`config.mk`:
```
export PLATFORM = sky130hd
export DESIGN_NAME = encoder_serial_scan
export DESIGN_NICKNAME = d
export VERILOG_FILES = /design/src/rtl/encoder_pkg.sv /design/src/rtl/priority_pick.sv /design/src/rtl/encoder_serial_scan.sv
export SDC_FILE = /design/constraint.sdc
export NUM_CORES = 1
export LEC_CHECK = 0
export ABC_CLOCK_PERIOD_IN_PS = 3600
export CAP_MARGIN = 20
export CORE_MARGIN = 2
export CORE_UTILIZATION = 30
export DETAILED_ROUTE_END_ITERATION = 12
export DONT_BUFFER_PORTS = 1
export GPL_TIMING_DRIVEN = 0
export MAX_ROUTING_LAYER = met4
export PLACE_DENSITY_LB_ADDON = 0.08
export SYNTH_ARGS = -nofsm -noshare
export SYNTH_HDL_FRONTEND = slang
export SYNTH_SLANG_ARGS = --single-unit
```
`constraint.sdc`:
```
create_clock -name clk -period 3.6 [get_ports clk]
set_clock_uncertainty 0.1 [all_clocks]
set_input_delay 0.36 -clock clk [delete_from_list [all_inputs] [get_ports clk]]
set_output_delay 0.36 -clock clk [all_outputs]
set_load 0.02 [all_outputs]
```
`src/rtl/encoder_pkg.sv`:
```
// rtl/encoder_pkg.sv - shared types and defaults for the serial scan encoder
package encoder_pkg;

  localparam int DEFAULT_WIDTH = 16;

  typedef enum logic {
    IDLE = 1'b0,
    SCAN = 1'b1
  } state_t;

endpackage

```
`src/rtl/priority_pick.sv`:
```
// rtl/priority_pick.sv - picks one set bit: index, one-hot mask, single-bit flag
// Scan order follows ENCODER_SERIAL_SCAN_MSB_FIRST_EN (defined: highest bit, else lowest).
module priority_pick
  import encoder_pkg::*;
#(
  parameter int WIDTH = DEFAULT_WIDTH,
  parameter int IDX_W = $clog2(WIDTH)
) (
  input  logic [WIDTH-1:0] i_vec,
  output logic [IDX_W-1:0] o_idx,
  output logic [WIDTH-1:0] o_onehot,
  output logic             o_single
);

  logic w_any;

  assign w_any = (i_vec != '0);

  // The last match written wins, so loop direction sets the priority.
  always_comb begin
    o_idx = '0;
`ifdef ENCODER_SERIAL_SCAN_MSB_FIRST_EN
    for (int i = 0; i < WIDTH; i++) begin
      if (i_vec[i]) o_idx = IDX_W'(i);
    end
`else
    for (int i = WIDTH - 1; i >= 0; i--) begin
      if (i_vec[i]) o_idx = IDX_W'(i);
    end
`endif
  end

  assign o_onehot = w_any ? (WIDTH'(1) << o_idx) : '0;
  assign o_single = w_any && ((i_vec & (i_vec - WIDTH'(1))) == '0);

endmodule

```
`src/rtl/encoder_serial_scan.sv`:
```
// rtl/encoder_serial_scan.sv - emits the index of every set bit of a vector, one beat per handshake
// Scan order selected by ENCODER_SERIAL_SCAN_MSB_FIRST_EN (see priority_pick).
module encoder_serial_scan
  import encoder_pkg::*;
#(
  parameter int WIDTH = DEFAULT_WIDTH,
  parameter int IDX_W = $clog2(WIDTH)
) (
  input  logic             clk,
  input  logic             reset_n,
  input  logic             enable,
  input  logic [WIDTH-1:0] vector_in,
  input  logic             in_valid,
  output logic             in_ready,
  output logic [IDX_W-1:0] binary_out,
  output logic             out_valid,
  input  logic             out_ready,
  output logic             out_last,
  output logic             busy
);

  state_t           r_state;
  logic [WIDTH-1:0] r_pending;
  logic [IDX_W-1:0] r_binary;
  logic             r_valid;
  logic             r_last;

  state_t           w_state_nxt;
  logic [WIDTH-1:0] w_pending_nxt;
  logic [IDX_W-1:0] w_binary_nxt;
  logic             w_valid_nxt;
  logic             w_last_nxt;

  logic [WIDTH-1:0] w_pick_in;
  logic [IDX_W-1:0] w_pick_idx;
  logic [WIDTH-1:0] w_pick_onehot;
  logic             w_pick_single;
  logic             w_capture;
  logic             w_handshake;

  // r_pending holds only the bits not yet presented, so one picker serves
  // both the capture path and the advance path.
  assign w_pick_in   = (r_state == IDLE) ? vector_in : r_pending;
  assign w_capture   = in_valid && in_ready;
  assign w_handshake = r_valid && out_ready;

  priority_pick #(
    .WIDTH (WIDTH),
    .IDX_W (IDX_W)
  ) u_pick (
    .i_vec    (w_pick_in),
    .o_idx    (w_pick_idx),
    .o_onehot (w_pick_onehot),
    .o_single (w_pick_single)
  );

  always_comb begin
    w_state_nxt   = r_state;
    w_pending_nxt = r_pending;
    w_binary_nxt  = r_binary;
    w_valid_nxt   = r_valid;
    w_last_nxt    = r_last;
    case (r_state)
      IDLE: begin
        if (w_capture && (vector_in != '0)) begin
          w_state_nxt   = SCAN;
          w_pending_nxt = vector_in & ~w_pick_onehot;
          w_binary_nxt  = w_pick_idx;
          w_valid_nxt   = 1'b1;
          w_last_nxt    = w_pick_single;
        end
      end
      SCAN: begin
        if (w_handshake) begin
          if (r_pending == '0) begin
            w_state_nxt = IDLE;
            w_valid_nxt = 1'b0;
            w_last_nxt  = 1'b0;
          end else begin
            w_pending_nxt = r_pending & ~w_pick_onehot;
            w_binary_nxt  = w_pick_idx;
            w_last_nxt    = w_pick_single;
          end
        end
      end
      default: w_state_nxt = IDLE;
    endcase
  end

  always_ff @(posedge clk) begin
    if (!reset_n) begin
      r_state   <= IDLE;
      r_pending <= '0;
      r_binary  <= '0;
      r_valid   <= 1'b0;
      r_last    <= 1'b0;
    end else begin
      r_state   <= w_state_nxt;
      r_pending <= w_pending_nxt;
      r_binary  <= w_binary_nxt;
      r_valid   <= w_valid_nxt;
      r_last    <= w_last_nxt;
    end
  end

  assign in_ready   = (r_state == IDLE) && enable;
  assign busy       = (r_state == SCAN);
  assign binary_out = r_binary;
  assign out_valid  = r_valid;
  assign out_last   = r_last;

endmodule

```
* Yosys cells after proc, flatten, opt, wreduce, memory -nomap -nowiden
Index checks and enable logic that the tools add are counted.
** Cells by class
- Add/sub/neg operators :: 1
- Eq/ne operators :: 4
- Shift-type cells :: 1
- Muxes and demuxes :: 38
- Bitwise operators :: 5
- Reductions and logical operators :: 12
** Operators by type and width (number)
- $mux W16 :: 5
- $mux W4 :: 19
- $and A16 B16 Y16 :: 3
- $logic_not A16 Y1 :: 2
- $pmux W16 S2 :: 1
- $reduce_bool A16 Y1 :: 2
- $not A16 Y16 :: 1
- $shl A1 B4 Y16 const A :: 1
- $sub A16 B1 Y16 const B :: 1
- $mux W1 :: 9
- $pmux W4 S2 :: 1
- $ne A2 B1 Y1 const B :: 3
- $pmux W1 S2 :: 3
- $reduce_and A3 Y1 :: 2
- $logic_and A1 B1 Y1 :: 5
- $ne A2 B2 Y1 const B :: 1
- $reduce_and A2 Y1 :: 1
- $not A1 Y1 :: 1
** Storage, ports and cells
- Register bits :: 23
- Bits of input ports :: 21
- Output and inout bits :: 8
- Logic and storage cells :: 66

* Logic depth before layout (Yosys ltp)
- Word-level depth :: 24
- Depth in mapped cells :: 10
- Gate-level depth less buffers :: 7

* Modules after synthesis
Synthesis repeated with hierarchy kept, for this count alone.
** Unflattened totals
- Cells, all modules :: 215
- Area total of the unflattened synthesis :: 1821.7 um^2
** By module, submodules not included
- encoder_serial_scan :: times used 1, cells each 134, area each 1286.2 um^2, seq. area each 460.4 um^2
- priority_pick :: times used 1, cells each 81, area each 535.5 um^2, seq. area each 0.0 um^2

* Least setup slack after synthesis
No wires, ideal clock.
- Path kind :: register -> register
- Start :: register r_state (netlist: busy)
- End :: register r_pending[7]
- Setup time :: 0.117 ns
- Arrival time :: 2.212 ns
- Required time :: 3.383 ns
- Path slack :: 1.170 ns
- Cell stages (with the launch flop) :: 9
- Buffers on the path :: 2
- Clock period less this slack :: 2.430 ns
- Path through :: dfxtp_1 > buf_4 > buf_4 > nor2b_1 > nand3_1 > a22oi_1 > nor2_1 > a31o_1 > a32o_1
** On the way
- Elaborated cells between the ends (all ways) :: 35
- Those cells by class :: eq/ne: 3; shift: 1; mux: 22; bitwise: 4; reduce/logical: 5
** RTL lines
- from (decl) :: line encoder_serial_scan.sv:22 : state_t r_state;
- from (signal assigned) :: line encoder_serial_scan.sv:98 : r_state <= w_state_nxt;
- $not A1 Y1
- $logic_and A1 B1 Y1 :: line encoder_serial_scan.sv:106 : assign in_ready = (r_state == IDLE) && enable;
- named net in_ready :: line encoder_serial_scan.sv:14 : output logic in_ready,
- $logic_and A1 B1 Y1 :: line encoder_serial_scan.sv:44 : assign w_capture = in_valid && in_ready;
- $logic_and A1 B1 Y1 :: line encoder_serial_scan.sv:65 : if (w_capture && (vector_in != '0)) begin
- $ne A2 B1 Y1 (no source line)
- $reduce_and A3 Y1 (no source line)
- to (signal assigned) :: line encoder_serial_scan.sv:99 : r_pending <= w_pending_nxt;
- to (decl) :: line encoder_serial_scan.sv:23 : logic [WIDTH-1:0] r_pending;
The timed path passes the listed nets, and every way through them passes these cells. The select of a mux whose other input is x is not followed.
A chain may end at the register's enable or synchronous reset.

* Worst setup path in the final report
Ends and elaborated chain as after synthesis.

==> metrics <==
share of cells above drive strength 1=10.6%; Post-synth EDFFs=0; Primary FF master, synth=dfxtp_1; Yosys cell types=62; max_slew headroom=54.0%; Worst R2R Path Depth=8; CTS H-tree depth=1; cts bufs inserted=3; Placed Area=1940 um^2; Final ANT Viol Nets=0; Pre-antenna DRT Iters=5; antenna violations before repair=0; DIE WIDTH=82.5 um; largest area contributor in the netlist=dfxtp_1; yosys warns=0; post-CTS sizing=0; Routed WL=6.83 mm; Die Area=6800 um^2; Worst Path Buf+Inv=2; Longest Clk Path Bufs=2; met2 Use GR=34.1%; Worst VDD drop=0.191 mV; Worst Path Max Fanout=10; core area=5920 um^2; crit path to=r_pending[7]; WL/cell=21.3 um; Synth Instances=242; Setup Viol. Count Final=0; Tot GR Track Use=21.8%; Total Power=0.706 mW; placed cells=317; DPL Wire Length=5.33 mm; r2r endpoint=r_pending[7]; Area contributors post-synth=dfxtp_1 25%, nand2_1 6.1%, a21oi_1 5.4%; post-DR vias/cell=6.14; most numerous cell in the Yosys netlist=nand2_1; final hold vios=0; final instance area=1990 um^2; critical path launch point type=flop; Synth top area share=24.9%; clk sinks=23; first-pass GRT wire length=10.5 mm; Max Clk Rate=316 MHz; Arr. time, crit path=3.25 ns; Worst path depth=8; Pins Over Slew Limit=0; Worst-path clk slew=0.10 ns; register area share after synthesis=24.9%; RSZ-0062 raised after global routing=no; gpl congestion=0.877; CP max-delay cell=a22oi_1; #FFs+latches synth=23; Most Crowded Layer GR=met2; I/O pin total=29; final net count=268; HP Class=primary input to flop; post-synth net total=263; critical path's largest stage delay=0.66 ns; actual slew at the worst max-slew pin=0.689 ns; crit path time final=3.17 ns; Port Buffers=0; area delta synth->final=7.52%; period utilization=88.0%; Die H=82.5 um; Crit Path Class=flop to flop; worst reg2reg startpoint=busy; final std cells w/o fill=321; vias in the first global route=1771; Setup TNS Final=0 ns; Fillers=662; Mean Syn Cell Area=7.64 um^2; final routed DRC violation total=0; CP Capture Type=flop; WP data required=3.68 ns; status=finished clean; met1 usage=30.3%; kind of cell adding the most delay to the critical path=compound AO/OA/AOI/OAI gates; TritonCTS clock tree=built; async set or reset register ratio after synthesis=0%; synth cell count leaders=30 x nand2_1, 23 x dfxtp_1, 20 x a21oi_1; Max Cap Viol=0; GRT Residual Overflow=0; cts hold-fix bufs=0; diode count=0; met3 global-route usage=2.83%; largest net degree at the start of global routing=13; clk_lat worst skew=0.28 ns; mapped cell area=1850 um^2; Power Density=356 nW/um^2; Vias=1972; CP most frequent cell=buf_4; DR iter-0 viols=165; P_leak=0.682 nW; FP Rows=28; Cell Chain, Critical Path=buf_4 -> buf_4 -> nor2b_1 -> nand3_1 -> a22oi_1 -> nor2_1 -> a31o_1 -> a32o_1; Post-CTS Setup Inserts=0; clk root buf=clkbuf_8; Starting Density=31.2%; FF-to-FF setup slack=0.43 ns; crit path launch=busy
[power by group]
part           leakage (nW)  switching, mW  internal [mW]
logic                 0.472          0.149         0.0838
registers             0.188         0.0302          0.272
clock network        0.0228         0.0932         0.0793
total                 0.682          0.272          0.435
[worst min path at each step]
stage	slack, ns	cells after the start	startpoint	end
2_1_floorplan	0.35	2	r_pending[8]	r_pending[8]
3_3_place_gp	0.39	1	reset_n	r_pending[5]
3_5_place_dp	0.39	1	reset_n	r_pending[5]
4_1_cts	0.1	1	reset_n	r_pending[5]
5_1_grt	0.09	1	reset_n	r_pending[5]
6_report	0.1	1	reset_n	r_pending[5]
[flip-flops by register name, summed over array words and instances, names as in the netlist]
register    count
busy            1
r_pending      16
binary_out      4
out_valid       1
out_last        1
[metrics by stage]
step           hold WS, ns  utilization, %  worst slack (ns)
2_1_floorplan        0.353               -              1.17
3_3_place_gp         0.387            32.8             0.463
3_5_place_dp         0.388            32.8             0.489
4_1_cts             0.0992            33.6             0.471
5_1_grt             0.0949            33.6             0.267
6_report            0.0957            33.6             0.431
[cell usage in the layout (no fill, tap or decap), types with 2 or more instances in the layout]
master and n:
a21oi_1 20, mux2i_1 6, nand2_1 30, o21ai_1 3
o22ai_1 2, nor2b_1 8, nor3b_1 3, dfxtp_1 23
a21o_1 3, o21a_1 2, buf_4 3, a21oi_2 2
mux2_2 2, nor2_1 19, clkbuf_1 4, nor3_1 15
or4_1 3, and3_1 3, a31oi_1 8, buf_2 4
nand4_1 2, nor3b_2 4, inv_1 6, o311ai_1 2
nand3_1 8, o21bai_1 2, o2111ai_1 2, a211oi_1 3
a22o_1 2, o21ai_0 7, o31ai_1 3, o211ai_1 2
a22oi_1 3, nor4_1 6, clkbuf_8 3
[metal layers]
metal  share of wire, %  up-vias
li1                   -      933
met1                 47      949
met4               0.66        0
met2                 46       86
met5                  0        -
met3                7.2        4
[area by class of cell]
cell class                      count  area, um^2  area share [%]
Multi-Input combinational cell    201        1300            65.2
Sequential cell                    23         460            23.2
Tap cell                           75        93.8            4.72
Buffer                             11        65.1            3.27
Clock buffer                        4        45.0            2.27
Inverter                            7        26.3            1.32
[kinds of logic after synthesis]
family                 count (synthesis)  share of synthesized area [%]
buffers and inverters                 18                           4.94
AO/OA/AOI/OAI                         84                           33.4
AND/OR/NAND/NOR                      107                           30.8
multiplexers                          10                           5.89
flip-flops                            23                           24.9
(Power assumes the default switching activity.)
